==> src/rtl/alu_seq_if.sv <==
// ---------------------------------------------------------------------------
// alu_seq_if -- operand/result bundle for the alu_seq execute-stage ALU.
//
// Signals:
//   in_valid   : operands and ALUControl are valid
//   in_ready   : ALU can accept a new operation
//   ALUControl : 000 ADD, 001 SUB, 010 AND, 011 OR, 100 MUL, 101 SLL,
//                110 SLT, 111 reserved (result 0)
//   a, b       : operands (rs1, rs2/imm)
//   out_valid  : result/zero are valid
//   out_ready  : consumer takes the result
//   result     : operation result
//   zero       : result == 0
//   busy       : iterative multiply in progress
//
// Modports:
//   master : pipeline side (drives operands, consumes result)
//   slave  : ALU side
// ---------------------------------------------------------------------------
interface alu_seq_if #(
  parameter int WIDTH = 32
);
  logic             in_valid;
  logic             in_ready;
  logic [2:0]       ALUControl;
  logic [WIDTH-1:0] a;
  logic [WIDTH-1:0] b;
  logic             out_valid;
  logic             out_ready;
  logic [WIDTH-1:0] result;
  logic             zero;
  logic             busy;

  modport master (
    output in_valid, ALUControl, a, b, out_ready,
    input  in_ready, out_valid, result, zero, busy
  );

  modport slave (
    input  in_valid, ALUControl, a, b, out_ready,
    output in_ready, out_valid, result, zero, busy
  );
endinterface

==> src/rtl/alu_seq.sv <==
// ---------------------------------------------------------------------------
// alu_seq -- execute-stage ALU with an iterative shift-add multiplier.
//
// Single-cycle ops (ADD/SUB/AND/OR/SLL/SLT/reserved) register their result on
// the accepting edge. MUL iterates one multiplier bit per cycle. A result is
// held in HOLD until the consumer takes it.
//
// Ports:
//   clk   : system clock, rising edge
//   reset : synchronous, active-low reset
//   bus   : alu_seq_if.slave (valid/ready operand and result handshakes,
//           result, zero flag, busy)
//
// Parameters:
//   WIDTH : operand/result width, power of 2, >= 8
//   SHW   : shift-amount bits taken from b
//
// Build option:
//   ALU_MUL_EARLY_EXIT_EN : when defined, the multiply finishes on the
//   iteration that consumes the highest set multiplier bit (or immediately
//   for a zero multiplier) instead of always running WIDTH iterations.
// ---------------------------------------------------------------------------
module alu_seq #(
  parameter int WIDTH = 32,
  parameter int SHW   = $clog2(WIDTH)
) (
  input  logic      clk,
  input  logic      reset,
  alu_seq_if.slave  bus
);

  localparam logic [2:0] OP_ADD = 3'b000;
  localparam logic [2:0] OP_SUB = 3'b001;
  localparam logic [2:0] OP_AND = 3'b010;
  localparam logic [2:0] OP_OR  = 3'b011;
  localparam logic [2:0] OP_MUL = 3'b100;
  localparam logic [2:0] OP_SLL = 3'b101;
  localparam logic [2:0] OP_SLT = 3'b110;

  typedef enum logic [1:0] {
    ST_IDLE = 2'd0,
    ST_MUL  = 2'd1,
    ST_HOLD = 2'd2
  } state_t;

  state_t           state_reg,  state_next;
  logic [WIDTH-1:0] result_reg, result_next;
  logic             zero_reg,   zero_next;
  logic [WIDTH-1:0] mcand_reg,  mcand_next;
  logic [WIDTH-1:0] mplier_reg, mplier_next;
  logic [WIDTH-1:0] acc_reg,    acc_next;
  logic [SHW-1:0]   cnt_reg,    cnt_next;

  logic [WIDTH-1:0] alu_out;
  logic [WIDTH-1:0] addend;
  logic [WIDTH-1:0] acc_sum;
  logic             last_iter;

  // Single-cycle datapath; MUL and the reserved code fall to zero here.
  always_comb begin
    alu_out = '0;
    case (bus.ALUControl)
      OP_ADD:  alu_out = bus.a + bus.b;
      OP_SUB:  alu_out = bus.a - bus.b;
      OP_AND:  alu_out = bus.a & bus.b;
      OP_OR:   alu_out = bus.a | bus.b;
      OP_SLL:  alu_out = bus.a << bus.b[SHW-1:0];
      OP_SLT:  alu_out = {{(WIDTH-1){1'b0}}, ($signed(bus.a) < $signed(bus.b))};
      default: alu_out = '0;
    endcase
  end

  // One shift-add step; low WIDTH bits are sign-agnostic.
  assign addend  = mplier_reg[0] ? mcand_reg : '0;
  assign acc_sum = acc_reg + addend;

`ifdef ALU_MUL_EARLY_EXIT_EN
  // Stop once no set bits remain above the one being consumed now. A zero
  // multiplier therefore finishes on the first iteration with acc = 0.
  assign last_iter = (cnt_reg == SHW'(WIDTH - 1)) || (mplier_reg[WIDTH-1:1] == '0);
`else
  assign last_iter = (cnt_reg == SHW'(WIDTH - 1));
`endif

  // Next-state and outputs.
  always_comb begin
    state_next  = state_reg;
    result_next = result_reg;
    zero_next   = zero_reg;
    mcand_next  = mcand_reg;
    mplier_next = mplier_reg;
    acc_next    = acc_reg;
    cnt_next    = cnt_reg;

    bus.in_ready  = (state_reg == ST_IDLE);
    bus.out_valid = (state_reg == ST_HOLD);
    bus.busy      = (state_reg == ST_MUL);
    bus.result    = result_reg;
    bus.zero      = zero_reg;

    case (state_reg)
      ST_IDLE: begin
        if (bus.in_valid) begin
          if (bus.ALUControl == OP_MUL) begin
            mcand_next  = bus.a;
            mplier_next = bus.b;
            acc_next    = '0;
            cnt_next    = '0;
            state_next  = ST_MUL;
          end else begin
            result_next = alu_out;
            zero_next   = (alu_out == '0);
            state_next  = ST_HOLD;
          end
        end
      end

      ST_MUL: begin
        mcand_next  = mcand_reg << 1;
        mplier_next = mplier_reg >> 1;
        acc_next    = acc_sum;
        cnt_next    = cnt_reg + SHW'(1);
        if (last_iter) begin
          result_next = acc_sum;
          zero_next   = (acc_sum == '0);
          state_next  = ST_HOLD;
        end
      end

      ST_HOLD: begin
        // Drain only; a new operation is accepted from IDLE next cycle.
        if (bus.out_ready) begin
          state_next = ST_IDLE;
        end
      end

      default: state_next = ST_IDLE;
    endcase
  end

  always_ff @(posedge clk) begin
    if (!reset) begin
      state_reg  <= ST_IDLE;
      result_reg <= '0;
      zero_reg   <= 1'b1;
      mcand_reg  <= '0;
      mplier_reg <= '0;
      acc_reg    <= '0;
      cnt_reg    <= '0;
    end else begin
      state_reg  <= state_next;
      result_reg <= result_next;
      zero_reg   <= zero_next;
      mcand_reg  <= mcand_next;
      mplier_reg <= mplier_next;
      acc_reg    <= acc_next;
      cnt_reg    <= cnt_next;
    end
  end

endmodule

==> src/flat_wrapper.sv <==
// flat-port wrapper written by rule: the top's interface ports become plain ports
module alu_seq_flat 
#(
  parameter int WIDTH = 32,
  parameter int SHW   = $clog2(WIDTH)
)
  (clk, reset, bus_in_valid, bus_ALUControl, bus_a, bus_b, bus_out_ready, bus_in_ready, bus_out_valid, bus_result, bus_zero, bus_busy);
  alu_seq_if #(.WIDTH(WIDTH)) bus_i ();
  input  logic clk;
  input  logic reset;
  input wire logic [$bits(bus_i.in_valid)-1:0] bus_in_valid;
  input wire logic [$bits(bus_i.ALUControl)-1:0] bus_ALUControl;
  input wire logic [$bits(bus_i.a)-1:0] bus_a;
  input wire logic [$bits(bus_i.b)-1:0] bus_b;
  input wire logic [$bits(bus_i.out_ready)-1:0] bus_out_ready;
  output wire logic [$bits(bus_i.in_ready)-1:0] bus_in_ready;
  output wire logic [$bits(bus_i.out_valid)-1:0] bus_out_valid;
  output wire logic [$bits(bus_i.result)-1:0] bus_result;
  output wire logic [$bits(bus_i.zero)-1:0] bus_zero;
  output wire logic [$bits(bus_i.busy)-1:0] bus_busy;
  assign bus_i.in_valid = bus_in_valid;
  assign bus_i.ALUControl = bus_ALUControl;
  assign bus_i.a = bus_a;
  assign bus_i.b = bus_b;
  assign bus_i.out_ready = bus_out_ready;
  assign bus_in_ready = bus_i.in_ready;
  assign bus_out_valid = bus_i.out_valid;
  assign bus_result = bus_i.result;
  assign bus_zero = bus_i.zero;
  assign bus_busy = bus_i.busy;
  alu_seq #(.WIDTH(WIDTH), .SHW(SHW)) u_core (.clk(clk), .reset(reset), .bus(bus_i));
endmodule
==> config.mk <==
export PLATFORM = sky130hd
export DESIGN_NAME = alu_seq_flat
export DESIGN_NICKNAME = d
export VERILOG_FILES = /design/src/rtl/alu_seq_if.sv /design/src/rtl/alu_seq.sv /design/src/flat_wrapper.sv
export SDC_FILE = /design/constraint.sdc
export NUM_CORES = 1
export LEC_CHECK = 0
export ABC_AREA = 0
export CAP_MARGIN = 20
export CORE_ASPECT_RATIO = 2
export CORE_MARGIN = 5
export CORE_UTILIZATION = 40
export CTS_CLUSTER_SIZE = 8
export DETAILED_ROUTE_END_ITERATION = 12
export GPL_TIMING_DRIVEN = 0
export HOLD_SLACK_MARGIN = 0.12
export PLACE_DENSITY = 0.55
export SYNTH_ARGS = -nofsm -noshare
export SYNTH_HDL_FRONTEND = slang
export SYNTH_SLANG_ARGS = --single-unit
export TNS_END_PERCENT = 100
==> constraint.sdc <==
create_clock -name clk -period 14.95 [get_ports clk]
set_input_delay 2.99 -clock clk [delete_from_list [all_inputs] [get_ports clk]]
set_output_delay 2.99 -clock clk [all_outputs]
set_load 0.005 [all_outputs]
==> results by group <==
Detailed routing
  • Final WL: 73.2 mm
  • First-pass DRT Iterations: 5
  • Remaining antenna violation count: 0
  • Drc violations: 0
  • DR iter-0 viols: 1062
  • Via density: 6.22
  • Vias: 15600
  • WL per Instance: 29.1 um

Yosys
  • Post-synth top area cell: dfxtp_1
  • Async S/R FF share, synth: 0%
  • Post-synthesis sequential area ratio: 19.1%
  • Post-synthesis adder-cell area fraction: 12.5%
  • Most numerous cell in the Yosys netlist: nand2_1
  • Post-synthesis mux area share: 5.38%
  • Synth Area in Simple Gates: 19.9%
  • Synth Warn #: 0
  • Yosys reg bits: 136
  • Post-synth EDFFs: 0
  • Xor/xnor share of the synthesized area: 3.69%
  • Syn_nets: 2141
  • Count of different cell masters after synthesis: 84
  • Netlist Area Pre-Place: 14200 um^2
  • Yosys top cell area share: 19.1%
  • Compound-Gate Fraction of Synth Area: 32.9%
  • Largest family of logic cells by synthesized area: compound AO/OA/AOI/OAI gates
  • Post-Syn Instances: 1930
  • Syn_area_per_cell: 7.38 um^2
  • Ys flop type: dfxtp_1
  • Post-synth top cells: 275 x nand2_1, 146 x a21oi_1, 137 x ha_1
  • Synth area leaders: dfxtp_1 19%, ha_1 12%, nand2_1 7.2%

Timing
  • Max frequency: 105 MHz
  • Fin crit period: 9.52 ns
  • RSZ-0062 raised after global routing: no
  • Final setup violation count: 0
  • Clk_skew: 0.0198 ns
  • Max-Slew Margin vs Limit: 22.4%
  • Fin. max-slew vios: 0
  • Fin worst setup slack: 5.43 ns
  • Period utilisation layout: 63.7%
  • Slew @ Worst Pin: 1.16 ns
  • Fin Setup TNS: 0 ns
  • Worst hold slack: 0.464 ns
  • Count of final hold-check violations: 0

CTS
  • CTS clk-pin slew, worst paths: 0.07 ns
  • Postcts setup bufs: 0
  • CTS Buf Count: 17
  • Hold_buf cts: 0
  • Max Root-Sink Buffers: 2
  • Sinks on Clock Net: 136
  • Clk_lat worst skew: 0.46 ns
  • Post_cts resized: 0
  • CTS tree: done
  • CTS Root Cell: clkbuf_16
  • H-tree depth: 4

GRT
  • Initial antenna violation count: 0
  • Overall routing resource usage: 36.3%
  • First-pass GRT wire length: 105 mm
  • Pin count of the biggest net entering global routing: 17
  • Remaining Overflow, GRT: 0
  • Vias in the first global route: 16200

Setup path
  • WS Path Type: input port to register
  • Critical path buffers and inverters: 5
  • Critical path launch point: bus_b[1]
  • CP most frequent cell: buf_1
  • Crit-path leading delay family: compound AO/OA/AOI/OAI gates
  • Critical-path cell list: clkdlybuf4s50_1 -> buf_2 -> inv_2 -> buf_1 -> buf_1 -> fa_1 -> nor2b_1 -> o211ai_1 -> a211oi_2 -> o2111ai_1 -> a21oi_1 -> o21ai_0 -> a221oi_1 -> nand4b_1 -> nor4_1 -> and4b_1 -> nand3_1 -> a41oi_2
  • CP Max Fanout: 12
  • Reg2reg start: u_core.mplier_reg[0]
  • Crit path depth: 18
  • Arr. time, crit path: 9.90 ns
  • Slowest stage cell, crit path: a221oi_1
  • Worst r2r path cells: 13
  • FF-to-FF End: u_core.bus.zero
  • R2r setup slk: 10.26 ns
  • CP Capture Point: u_core.bus.zero
  • CP max stage delay: 0.89 ns
  • Crit path required time: 15.33 ns
  • CP startpoint kind: input port
  • CP Capture Type: register

Finish
  • Layout overhead on the synthesized area: 15.7%
  • Layout Nets: 2267
  • Ratio of cells with drive above 1 in the final layout: 4.78%
  • Antenna cells: 0

Hold path
  • Hold-critical path depth: 2
  • Hold WC Path Type: register to register

Power
  • Internal Pwr Total: 809 uW
  • Leak: 0.00720 uW
  • Clock share of power: 34.9%
  • Sw frac: 38.6%
  • Max VDD drop: 78.2 uV
  • Seq pwr share: 30.0%
  • Comb power frac: 35.1%
  • Sw Pwr: 508 uW
  • PwrDens: 79.9 nW/um^2
  • Tot Pwr: 1320 uW

Floorplanning
  • Die Ht: 277 um
  • Die W: 143 um
  • Core footprint: 35100 um^2
  • Ports: 107
  • Num rows: 97
  • Initial Utilization: 40.6%
  • Die Area: 39700 um^2

Placed design
  • DP Worst Slack: 5.15 ns
  • Final Wtd Congestion: 1.04
  • Half-perimeter wire length after placement: 62.2 mm
  • Port Buffers: 103

Run
  • Maximum capacitance violations: 0

Outcome
  • Status: finished clean
==> cell usage in the layout (no fill, tap or decap), types with 96 or more instances in the layout <==
cell type        Yosys  routed
a21oi_1            146     146
clkbuf_1           103     104
clkdlybuf4s50_1      0     103
dfxtp_1            136     136
ha_1               137     137
inv_1               97      97
nand2_1            275     275
nor2_1             123     123
o211ai_1            96      96
o21ai_0            122     122
==> cells by family after synthesis <==
family | Yosys count
AOI/OAI and AO/OA | 682
xor gates and xnor gates | 60
adders and majority gates | 140
buffers and inverters | 238
DFF | 136
muxes | 59
and+or+nand+nor | 615
==> power by group through the flow <==
stage | logic [uW] | registers, uW | clock network (uW)
floorplan | 252 | 400 | 0
global placement | 449 | 402 | 0
detailed placement | 449 | 403 | 0
CTS | 451 | 395 | 462
global route | 486 | 397 | 473
finish | 462 | 395 | 459
==> per-stage QoR <==
| step | area [um^2] | cells | util, % |
|---|---|---|---|
| after CTS | 16500 | 2513 | 47.0 |
| after detailed placement | 15900 | 2481 | 45.2 |
| final | 16500 | 2514 | 47.0 |
| after global placement | 15800 | 2478 | 45.1 |
| after global routing | 16500 | 2514 | 47.0 |
| after floorplan | 14200 | 1930 | - |
==> worst register-to-register path, cell delays in order (launching register included) <==
cell and delay, ns:
dfxtp_1 0.46, clkbuf_1 0.49, and2_1 0.24, ha_1 0.19
a21o_1 0.14, nand4_1 0.14, a211oi_1 0.78, o21ai_0 0.37
o21ai_1 0.41, xor2_1 0.19, or4_1 0.55, nor4_1 0.29
nand3_1 0.17, a41oi_2 0.21
==> how the worst min path moves through the flow <==
stage	startpoint	to	slack (ns)
2_1_floorplan	u_core.acc_reg[29]	u_core.acc_reg[29]	0.45
3_3_place_gp	u_core.bus.result[18]	u_core.bus.result[18]	0.45
3_5_place_dp	u_core.bus.result[29]	u_core.bus.result[29]	0.46
4_1_cts	u_core.bus.result[18]	u_core.bus.result[18]	0.47
5_1_grt	u_core.bus.result[11]	u_core.bus.result[11]	0.49
6_report	u_core.bus.result[18]	u_core.bus.result[18]	0.46
==> area by class of cell <==
| class | count | area [um^2] |
|---|---|---|
| multi-input cells | 1556 | 10600 |
| inverters | 101 | 379 |
| clock inverters | 13 | 165 |
| plain buffers | 137 | 554 |
| fillers | 3593 | 18600 |
| repair buffers | 107 | 1060 |
| clock buffers | 19 | 443 |
| well taps | 445 | 557 |
| flip-flops and latches | 136 | 2720 |
==> per-layer routing <==
| layer | track usage (%) | share of wire (%) | vias up |
|---|---|---|---|
| met5 | 0 | 0 | - |
| met4 | 33.8 | 12 | 0 |
| met3 | 3.92 | 4.4 | 306 |
| met2 | 65.8 | 52 | 701 |
| met1 | 34.1 | 32 | 7379 |
| li1 | - | - | 7251 |
Note: power is estimated with default switching activity, not from simulation.
